===== src/rtl/id_ex_reg_pkg.sv =====
// Shared CPU pipeline definitions: datapath widths, control-bit positions, counter helpers.
// Latency: n/a (types, constants and a combinational helper only).
// Backpressure: n/a.
package id_ex_reg_pkg;

  // Datapath widths shared by every pipeline register
  localparam int CPU_DATA_W = 16;
  localparam int CPU_REG_AW = 3;
  localparam int CTRL_W     = 8;
  localparam int BUBBLE_W   = 8;

  // Control-word bit positions: {alu_op[7:4], alu_src[3], mem_rd[2], mem_wr[1], reg_wr[0]}
  localparam int CTRL_MEM_RD = 2;
  localparam int CTRL_MEM_WR = 1;
  localparam int CTRL_REG_WR = 0;

  // Bits that cause architectural side effects; cleared when a slot carries no real instruction
  localparam logic [CTRL_W-1:0] CTRL_SIDE_EFFECT_MASK =
    (CTRL_W'(1) << CTRL_MEM_RD) | (CTRL_W'(1) << CTRL_MEM_WR) | (CTRL_W'(1) << CTRL_REG_WR);

  // Saturating increment: sticks at all-ones instead of wrapping
  function automatic logic [BUBBLE_W-1:0] sat_inc(input logic [BUBBLE_W-1:0] v);
    return (&v) ? v : v + BUBBLE_W'(1);
  endfunction

endpackage


===== src/rtl/id_ex_reg_operand_bypass.sv =====
// Write-back bypass for one source operand: address compare plus 2:1 data select.
// Latency: combinational, 0 cycles.
// Backpressure: none; the enclosing register decides when the result is captured.
module operand_bypass #(
  parameter int DATA_W = 16,
  parameter int REG_AW = 3
) (
  input  logic [REG_AW-1:0] i_src_addr,
  input  logic [DATA_W-1:0] i_src_data,
  input  logic              i_wb_wr,
  input  logic [REG_AW-1:0] i_wb_addr,
  input  logic [DATA_W-1:0] i_wb_data,
  output logic [DATA_W-1:0] o_data
);

  logic w_hit;

  // No register is hardwired to zero, so R0 is bypassed like any other
  assign w_hit  = i_wb_wr && (i_wb_addr == i_src_addr);
  assign o_data = w_hit ? i_wb_data : i_src_data;

endmodule


===== src/rtl/id_ex_reg.sv =====
// ID/EX pipeline register with write-back bypass on rs/rt and a saturating bubble counter.
// Latency: 1 cycle from id_* to ex_*; reset clears all outputs asynchronously.
// Backpressure: stall holds every output; flush (wins over stall) inserts a bubble.
module id_ex_reg
  import id_ex_reg_pkg::*;
#(
  parameter int DATA_W = CPU_DATA_W,
  parameter int REG_AW = CPU_REG_AW
) (
  input  logic                clk,
  input  logic                rst,
  input  logic                stall,
  input  logic                flush,
  input  logic                id_valid,
  input  logic [CTRL_W-1:0]   id_ctrl,
  input  logic [REG_AW-1:0]   id_rs_addr,
  input  logic [REG_AW-1:0]   id_rt_addr,
  input  logic [REG_AW-1:0]   id_rd_addr,
  input  logic [DATA_W-1:0]   id_rs_data,
  input  logic [DATA_W-1:0]   id_rt_data,
  input  logic [DATA_W-1:0]   id_imm,
  input  logic                wb_reg_wr,
  input  logic [REG_AW-1:0]   wb_rd_addr,
  input  logic [DATA_W-1:0]   wb_data,
  output logic                ex_valid,
  output logic [CTRL_W-1:0]   ex_ctrl,
  output logic [REG_AW-1:0]   ex_rs_addr,
  output logic [REG_AW-1:0]   ex_rt_addr,
  output logic [REG_AW-1:0]   ex_rd_addr,
  output logic [DATA_W-1:0]   ex_rs_data,
  output logic [DATA_W-1:0]   ex_rt_data,
  output logic [DATA_W-1:0]   ex_imm,
  output logic [BUBBLE_W-1:0] ex_bubble_cnt
);

  logic                r_valid;
  logic [CTRL_W-1:0]   r_ctrl;
  logic [REG_AW-1:0]   r_rs_addr;
  logic [REG_AW-1:0]   r_rt_addr;
  logic [REG_AW-1:0]   r_rd_addr;
  logic [DATA_W-1:0]   r_rs_data;
  logic [DATA_W-1:0]   r_rt_data;
  logic [DATA_W-1:0]   r_imm;
  logic [BUBBLE_W-1:0] r_bubble_cnt;

  logic [DATA_W-1:0]   w_rs_data;
  logic [DATA_W-1:0]   w_rt_data;
  logic [CTRL_W-1:0]   w_ctrl_in;
  logic                w_load;
  logic                w_bubble_evt;

  operand_bypass #(.DATA_W(DATA_W), .REG_AW(REG_AW)) u_rs_bypass (
    .i_src_addr (id_rs_addr),
    .i_src_data (id_rs_data),
    .i_wb_wr    (wb_reg_wr),
    .i_wb_addr  (wb_rd_addr),
    .i_wb_data  (wb_data),
    .o_data     (w_rs_data)
  );

  operand_bypass #(.DATA_W(DATA_W), .REG_AW(REG_AW)) u_rt_bypass (
    .i_src_addr (id_rt_addr),
    .i_src_data (id_rt_data),
    .i_wb_wr    (wb_reg_wr),
    .i_wb_addr  (wb_rd_addr),
    .i_wb_data  (wb_data),
    .o_data     (w_rt_data)
  );

  // A non-valid slot keeps its alu fields but must not touch memory or the register file
  assign w_ctrl_in    = id_valid ? id_ctrl : (id_ctrl & ~CTRL_SIDE_EFFECT_MASK);
  assign w_load       = !flush && !stall;
  assign w_bubble_evt = flush || (!stall && !id_valid);

  // Pipeline fields: flush clears only valid/ctrl, stall holds, otherwise load with bypassed operands
  always_ff @(posedge clk or posedge rst) begin
    if (rst) begin
      r_valid   <= 1'b0;
      r_ctrl    <= '0;
      r_rs_addr <= '0;
      r_rt_addr <= '0;
      r_rd_addr <= '0;
      r_rs_data <= '0;
      r_rt_data <= '0;
      r_imm     <= '0;
    end else if (flush) begin
      r_valid <= 1'b0;
      r_ctrl  <= '0;
    end else if (w_load) begin
      r_valid   <= id_valid;
      r_ctrl    <= w_ctrl_in;
      r_rs_addr <= id_rs_addr;
      r_rt_addr <= id_rt_addr;
      r_rd_addr <= id_rd_addr;
      r_rs_data <= w_rs_data;
      r_rt_data <= w_rt_data;
      r_imm     <= id_imm;
    end
  end

  // Bubble counter: counts flushes and non-valid loads, saturating rather than wrapping
  always_ff @(posedge clk or posedge rst) begin
    if (rst) begin
      r_bubble_cnt <= '0;
    end else if (w_bubble_evt) begin
      r_bubble_cnt <= sat_inc(r_bubble_cnt);
    end
  end

  assign ex_valid      = r_valid;
  assign ex_ctrl       = r_ctrl;
  assign ex_rs_addr    = r_rs_addr;
  assign ex_rt_addr    = r_rt_addr;
  assign ex_rd_addr    = r_rd_addr;
  assign ex_rs_data    = r_rs_data;
  assign ex_rt_data    = r_rt_data;
  assign ex_imm        = r_imm;
  assign ex_bubble_cnt = r_bubble_cnt;

endmodule

===== config.mk =====
export PLATFORM = sky130hd
export DESIGN_NAME = id_ex_reg
export DESIGN_NICKNAME = d
export VERILOG_FILES = /design/src/rtl/id_ex_reg_pkg.sv /design/src/rtl/id_ex_reg_operand_bypass.sv /design/src/rtl/id_ex_reg.sv
export SDC_FILE = /design/constraint.sdc
export NUM_CORES = 1
export LEC_CHECK = 0
export ABC_AREA = 1
export CAP_MARGIN = 20
export CORE_ASPECT_RATIO = 1.75
export CORE_MARGIN = 2
export CORE_UTILIZATION = 42
export DETAILED_ROUTE_END_ITERATION = 8
export GPL_TIMING_DRIVEN = 1
export PLACE_DENSITY = 0.81
export SLEW_MARGIN = 15
export SYNTH_ARGS = -nofsm -noshare
export SYNTH_HDL_FRONTEND = slang
export SYNTH_SLANG_ARGS = --single-unit

===== constraint.sdc =====
create_clock -name clk -period 3 [get_ports clk]
set_input_delay 0.45 -clock clk [delete_from_list [all_inputs] [get_ports clk]]
set_output_delay 0.45 -clock clk [all_outputs]
set_load 0.05 [all_outputs]

Word-level counts from Yosys, hierarchy flattened
Cells that the tools add are included.
{"block": "word_totals", "wordCells": 33, "regBits": 74, "n_memories": 0, "mem_bits_rw": 0, "out_inout_bits": 74, "romBits": 0, "latchBits": 0, "inputBits": 90}
{"block": "op_classes", "mul": 0, "reduce_logical": 12, "shift": 0, "add_sub_neg": 1, "n_lt_le_gt_ge": 0, "n_eq_ne": 2, "mux": 7, "bitwise": 2, "div": 0}
{"operator": "$mux W16", "n": 2}
{"operator": "$mux W8", "n": 2}
{"operator": "$add A8 B1 Y8 const B", "n": 1}
{"operator": "$reduce_and A8 Y1", "n": 1}
{"operator": "$eq A3 B3 Y1", "n": 2}
{"operator": "$logic_and A1 B1 Y1", "n": 4}
{"operator": "$reduce_and A2 Y1", "n": 2}
{"operator": "$logic_not A1 Y1", "n": 3}
{"operator": "$mux W3", "n": 1}
{"operator": "$mux W1", "n": 2}
{"operator": "$not A1 Y1", "n": 2}
{"operator": "$reduce_bool A2 Y1", "n": 1}
{"operator": "$logic_or A1 B1 Y1", "n": 1}

Depth between registers and ports, before layout
Gate-level depths: netlist of the first run.
{"block": "logic_depth", "word_depth": 4, "ltp_mapped": 9, "mapped_depth_nobuf": 8}

Modules after synthesis
Synthesis of the first run repeated with hierarchy kept, for this count alone.
{"block": "unflattened", "cells_unflattened": 474, "hier_area_um2": 3664.8}
{"module": "id_ex_reg", "n_inst": 1, "cells_per_inst": 338, "area_per_inst_um2": 2999.1, "seq_area_each_um2": 1851.8}
{"module": "operand_bypass", "n_inst": 2, "cells_per_inst": 68, "area_per_inst_um2": 332.8, "seq_area_each_um2": 0.0}

Worst setup path after synthesis of the first run
Ideal clock, no wire load.
{"block": "synth_timing", "kind": "register to register", "from": "register r_bubble_cnt[1] (netlist: ex_bubble_cnt[1])", "to": "register r_bubble_cnt[7] (netlist: ex_bubble_cnt[7])", "setup_slack_ns": 1.360, "path_stages_with_launch": 9, "arrival_ns": 1.518, "path_cell_list": "dfrtp_1 ha_1 nand3_1 nor2_1 nand2_1 nand2_2 inv_2 nand2_1 o21ai_1"}
{"block": "synth_between", "elab_chain_len": 3, "word_cells_on_any_way": 4, "cone_classes": "1 x add/sub; 1 x bitwise; 2 x reduce/logical"}
{"item": "start, declared", "line_no": "id_ex_reg.sv:44", "rtl": "logic [BUBBLE_W-1:0] r_bubble_cnt;"}
{"item": "start signal, assigned", "line_no": "id_ex_reg.sv:106", "rtl": "r_bubble_cnt <= sat_inc(r_bubble_cnt);"}
{"item": "parallel branches: the longest is 3 deep, another holds $add A8 B1 Y8"}
Parallel ways; which one is timed is not known.
A chain may end at the register's enable or synchronous reset.

Worst setup path after layout of the first run
{"block": "layout_timing", "from": "register r_bubble_cnt[2] (netlist: ex_bubble_cnt[2])", "to": "output ex_bubble_cnt[2]"}
{"item": "end, declared", "line_no": "id_ex_reg.sv:33", "rtl": "output logic [BUBBLE_W-1:0] ex_bubble_cnt"}
No word-level cell between the ends.

==> reports/metrics.cfg, run 1 <==
[clock_tree]
cts_tree = done
cts_buffer_depth = 2
cts_resized = 0
hold_buffers = 0
post-cts-setup-buffers = 0
cts_buffers = 9
clockRootBuffer = clkbuf_16
clock-sinks = 74
htree_num_levels = 3
worstSkewPairLatency_ns = 0.34
path_clk_slew_ns = 0.06

[placed_design]
gp_congestion = 0.8269
place_area_mm2 = 0.005344
dp_hpwl_mm = 7.320
port_buffers = 163

[power_and_ir_drop]
power_per_cell_area_mw_per_mm2 = 656.3
p_leak_nw = 2.873
irDropWorstVdd_mv = 0.6535

[logic_synthesis]
synth_warnings = 0
synth_seq_cells = 74
synthAdderAreaFrac_pct = 0.3447
synth_xor_area_share_pct = 1.448
syn_nets = 554
yosysTopAreaCellShare_pct = 51.02
netlist_instances = 463
yosys-top-cells-area = dfrtp_1 51%, nand2_1 20%, nand3_1 9.4%, inv_1 6.2%, nor2_8 1.7%
synth_top_family_by_area = simple AND/OR/NAND/NOR gates
syn_area_per_cell_um2 = 7.840
syn_area_mm2 = 0.003630
synth_compound_area_share_pct = 3.482
ys_async_sr_fraction_pct = 100.0
synth_mux_area_share_pct = 0
synthSimpleGateAreaFrac_pct = 34.06
synth-seq-area-share_pct = 51.02
yosysUniqueCellTypes = 25
synth_largest_area_cell = dfrtp_1
ys.flop_type = dfrtp_1
synth_edf_count = 0

[route]
drc = 0
drt_iter0_markers = 259
postRouteAntennaNets = 0
vias_per_cell = 4.923
dr_total_vias = 3653
wl_per_cell_um = 13.77
wl_mm = 10.22
firstDrtPassIters = 5

[worst_setup_path]
critPathSlowestCell = clkdlybuf4s50_1
ff2ff_setup_slack_ns = 1.56
worstPathRequired_ns = 2.55
crit_chain = clkdlybuf4s50_1
cp_top_family = buffers and inverters
path_buf_inv = 1
worstRegToRegCells = 8
endpoint_kind = output pin
r2r_end = ex_bubble_cnt[7]
reg2reg_from = ex_bubble_cnt[1]
worst_ep_arrival_time_ns = 1.62
start_kind = register
critPathMaxStageDelay_ns = 0.84
worstSetupPathType = reg -> out
cp_max_fo = 6

[floorplanning]
io-pin-count = 164
fp.dieH_um = 127.0
start_util_pct = 43.38
die_x_um = 74.28
core.rowCount = 44
die_area_mm2 = 0.009431
core_area_mm2 = 0.008368

[layout]
syn2layout_area_growth_pct = 55.64
antenna_cells = 0
drive_above_1_share_pct = 6.699
nets = 713
final_cell_area_mm2 = 0.005649

[global_routing]
gr-total-overflow = 0
grt_pass1_wl_mm = 16.74
grt_max_degree = 63
grt_antenna_before_repair = 0
grt_pass1_vias = 3707
grt_usage_pct = 22.95

[sta]
report.final.hold_viol_count = 0
skew_ns = 0.003484
holdWs_ns = 0.4669
fmax_mhz = 482.5
rsz0062_at_grt = no
max_slew_margin_pct = 55.64
fin_crit_sh_pct = 69.08
min_period_ns = 2.072
setup_viol = 0
worstMarginPinSlew_ns = 0.6646
setup_tns_ns = 0
report.final.slew_viol_count = 0

[min_path]
holdCritPathClass = reg -> reg
whs_path_depth = 2
min_from = ex_imm[0]
worstHoldEndpoint = ex_imm[0]

[job]
maxCapViolCount = 0

[status]
status = finished clean

-- sequential cells by signal, summed over array words and instances, names as in the netlist --
register	cells
ex_valid	1
ex_imm	16
ex_ctrl	8
ex_rt_addr	3
ex_rd_addr	3
ex_rs_data	16
ex_rs_addr	3
ex_rt_data	16
ex_bubble_cnt	8
-- layout by cell type, fill, tap and decap left out, drive strengths merged --
master | Yosys | routed
a22o | 5 | 5
a32o | 3 | 3
buf | 10 | 3
bufinv | 0 | 1
clkbuf | 8 | 10
clkdlybuf4s50 | 0 | 163
clkinv | 0 | 3
clkinvlp | 0 | 3
dfrtp | 74 | 74
ha | 1 | 1
inv | 66 | 65
nand2 | 199 | 199
nand3 | 68 | 68
nand4 | 1 | 1
nor2 | 11 | 11
nor3 | 1 | 1
o21ai | 9 | 9
o21bai | 1 | 1
xnor2 | 5 | 5
xor2 | 1 | 1
-- per-stage QoR --
step / utilization [%] / setup WS [ns] / instances / power, mW
floorplan: - / 0.6684 / 463 / 2.121
global placement: 63.86 / 0.9976 / 726 / 2.629
detailed placement: 63.86 / 0.9032 / 726 / 2.645
CTS: 67.51 / 0.9213 / 742 / 3.739
global route: 67.51 / 0.8763 / 742 / 3.877
finish: 67.51 / 0.9277 / 742 / 3.707
-- power by group --
group / internal (mW) / switching [mW]
combinational: 0.486 / 0.865
sequential: 1.15 / 0.123
clock: 0.666 / 0.417
total: 2.30 / 1.40
-- per-layer routing --
metal / vias up / wire [um] / GRT usage, %
met5: - / 0 / 0
met4: 0 / 413 / 11.55
met3: 35 / 877 / 7.256
met2: 186 / 5164 / 38.55
met1: 1693 / 3764 / 25.52
li1: 1739 / - / -
-- synthesized netlist by cell type (2+ instances only) --
cell type	number
a22o_1	5
o21ai_1	8
nor2_2	2
clkbuf_1	8
nor2_8	3
buf_4	4
nand3_1	68
inv_2	6
xnor2_1	5
inv_1	60
a32o_1	3
dfrtp_1	74
nand2_4	2
nand2_2	8
buf_6	2
nand2_1	189
nor2_1	5
buf_2	4
-- cell families after synthesis --
| kind of cell | count (synthesis) |
|---|---|
| AND/OR/NAND/NOR | 280 |
| buffers and inverters | 84 |
| flip-flops | 74 |
| AO/OA/AOI/OAI | 18 |
| XOR/XNOR | 6 |
| adder cells (fa/ha/maj) | 1 |
-- final cells by class --
| cell class | instances | area [um2] |
|---|---|---|
| fill | 701 | 2719 |
| sequential | 74 | 1852 |
| timing repair buffer | 166 | 1667 |
| multi-input combinational | 305 | 1433 |
| inverter | 66 | 249.0 |
| clock buffer | 10 | 239.0 |
| tap | 115 | 143.9 |
| clock inverter | 6 | 66.31 |
-- how the worst max path moves through the flow --
stage / start / endpoint / slack [ns] / cells after the start
after global placement: id_rs_addr[1] / ex_rs_data[10] / 1.0 / 9
after detailed placement: id_rs_addr[1] / ex_rs_data[7] / 0.90 / 9
final: ex_bubble_cnt[2] / ex_bubble_cnt[2] / 0.93 / 1
after CTS: ex_bubble_cnt[2] / ex_bubble_cnt[2] / 0.92 / 1
after global routing: ex_bubble_cnt[3] / ex_bubble_cnt[3] / 0.88 / 1
after floorplan: rst / ex_bubble_cnt[0] / 0.67 / 1
Note: power is estimated with default switching activity, not from simulation.
==> inputs of run 2 (changes only) <==
CORE_UTILIZATION = 38   (was 42)
PLACE_DENSITY = 0.77   (was 0.81)
clock period = 1.8 ns   (was 3 ns; I/O delays follow)
==> reports/metrics.cfg, run 2 (synthesized netlist as in run 1, its figures left out) <==
[layout]
antenna_cells = 0  ; unchanged
final_core_util_pct = 61.77  ; was 67.51%
drive_above_1_share_pct = 11.99  ; was 6.699%
final_cell_mix = 189 x nand2_1, 118 x clkdlybuf4s50_1, 74 x dfrtp_1  ; was 189 x nand2_1, 163 x clkdlybuf4s50_1, 74 x dfrtp_1
syn2layout_area_growth_pct = 59.12  ; was 55.64%
nFillCells = 798  ; was 701
seq_area_mm2 = 0.001852  ; unchanged
multiInputGateArea_mm2 = 0.001433  ; unchanged
nets = 720  ; was 713
final_common_cell = nand2_1  ; unchanged

[floorplanning]
core_area_mm2 = 0.009350  ; was 0.008368 mm2
start_util_pct = 38.82  ; was 43.38%
core.rowCount = 47  ; was 44
die_area_mm2 = 0.01038  ; was 0.009431 mm2
fp.dieH_um = 133.3  ; was 127.0 um
die_x_um = 77.88  ; was 74.28 um
io-pin-count = 164  ; unchanged

[sta]
skew_ns = 0.001994  ; was 0.003484 ns
setup_tns_ns = 0  ; unchanged
fin_ws_ns = 0.03274  ; was 0.9277 ns
fmax_mhz = 565.8
holdWs_ns = 0.3853  ; was 0.4669 ns
report.final.slew_viol_count = 0  ; unchanged
setup_viol = 0  ; unchanged
fin_crit_sh_pct = 98.18
min_period_ns = 1.767
report.final.hold_viol_count = 0  ; unchanged
max_slew_margin_pct = 64.43  ; was 55.64%
rsz0062_at_grt = no  ; unchanged
worstMarginPinSlew_ns = 0.5327  ; was 0.6646 ns

[global_routing]
grt_pass1_vias = 3616  ; was 3707
grt_antenna_before_repair = 0  ; unchanged
grt_usage_pct = 20.65  ; was 22.95%
grt_pass1_wl_mm = 16.87  ; was 16.74 mm
gr-total-overflow = 0  ; unchanged
grt_max_degree = 75  ; was 63

[worst_setup_path]
critPathSlowestCell = clkdlybuf4s50_1  ; unchanged
reg2reg_from = ex_bubble_cnt[0]  ; was ex_bubble_cnt[1]
cp_top_family = buffers and inverters  ; unchanged
cp_max_fo = 2  ; was 6
crit_chain = clkdlybuf4s50_1  ; unchanged
start_kind = register  ; unchanged
critPathMaxStageDelay_ns = 0.82  ; was 0.84 ns
r2r_end = ex_bubble_cnt[7]  ; unchanged
ff2ff_setup_slack_ns = 0.36  ; was 1.56 ns
path_buf_inv = 1  ; unchanged
worstRegToRegCells = 8  ; unchanged
worst_ep_arrival_time_ns = 1.50  ; was 1.62 ns
endpoint_kind = output pin  ; unchanged
worstSetupPathType = reg -> out  ; unchanged
worstPathRequired_ns = 1.53  ; was 2.55 ns

[clock_tree]
cts_buffer_depth = 2  ; unchanged
path_clk_slew_ns = 0.06  ; about the same
cts_buffers = 9  ; unchanged
htree_num_levels = 3  ; unchanged
clock-sinks = 74  ; unchanged
clockRootBuffer = clkbuf_16  ; unchanged
worstSkewPairLatency_ns = 0.33  ; was 0.34 ns
cts_tree = done  ; unchanged
hold_buffers = 0  ; unchanged

[placed_design]
gp_congestion = 0.8197  ; was 0.8269
dp_hpwl_mm = 7.855  ; was 7.320 mm
port_buffers = 163  ; unchanged
preCtsSetupSlack_ns = 0.08171  ; was 0.9032 ns

[route]
postRouteAntennaNets = 0  ; unchanged
firstDrtPassIters = 4  ; was 5
drc = 0  ; unchanged
drt_iter0_markers = 178  ; was 259
vias_per_cell = 4.685  ; was 4.923
wl_mm = 10.54  ; was 10.22 mm
wl_per_cell_um = 13.94  ; was 13.77 um
dr_total_vias = 3542  ; was 3653

[power_and_ir_drop]
irDropWorstVdd_mv = 1.085  ; was 0.6535 mV
power_per_cell_area_mw_per_mm2 = 1092  ; was 656.3 mW/mm2
p_total_mw = 6.306  ; was 3.707 mW
p_leak_nw = 3.197  ; was 2.873 nW

[job]
maxCapViolCount = 0  ; unchanged

[min_path]
holdCritPathClass = in -> async  ; was reg -> reg

[status]
status = finished clean  ; unchanged

[run 2: worst max-delay path by stage]
stage	cells after the start	from	slack [ns]	end
global route	1	ex_rt_data[7]	0.001	ex_rt_data[7]
detailed placement	9	id_rs_addr[1]	0.08	ex_rs_data[7]
floorplan	8	ex_bubble_cnt[1]	0.16	ex_bubble_cnt[7]
global placement	9	id_rs_addr[1]	0.13	ex_rs_data[5]
CTS	1	ex_rt_addr[1]	0.003	ex_rt_addr[1]
finish	1	ex_rs_data[14]	0.03	ex_rs_data[14]
[run 2: routing by layer]
metal / share of wire, % / global-route usage, % / vias to the layer above
met5: 0 / 0 / -
met4: 3.8 / 11.11 / 0
met3: 7.5 / 5.827 / 29
met2: 52 / 36.30 / 146
met1: 36 / 21.96 / 1613
li1: - / - / 1754
[run 2: through the flow]
stage	cells	area (um2)
floorplan	463	3633
CTS	756	5733
global route	756	5776
detailed placement	740	5413
finish	756	5776
global placement	740	5413
[run 2: final cells by class]
cell class,count,share of cell area (%)
well taps,122,2.643
inverters,66,4.354
clock buffers,11,4.203
repair buffers,173,30.59
clock inverters,5,1.343
multi-input cells,305,24.80
flip-flops and latches,74,32.06
[run 2: report_power, final]
part	switching, mW	internal, mW
clock network	0.691	1.25
registers	0.212	1.92
logic	1.44	0.795
[run 2: repair_timing]
action | CTS | global route
gates resized for setup | 0 | 17
setup endpoints to repair | 0 | 17
buffers inserted | 0 | 0
==> inputs of run 3 (changes only) <==
SLEW_MARGIN = default   (was 15)
==> results of run 3 <==
Same layout as run 2: the final DEF is identical, and so are final timing and power.
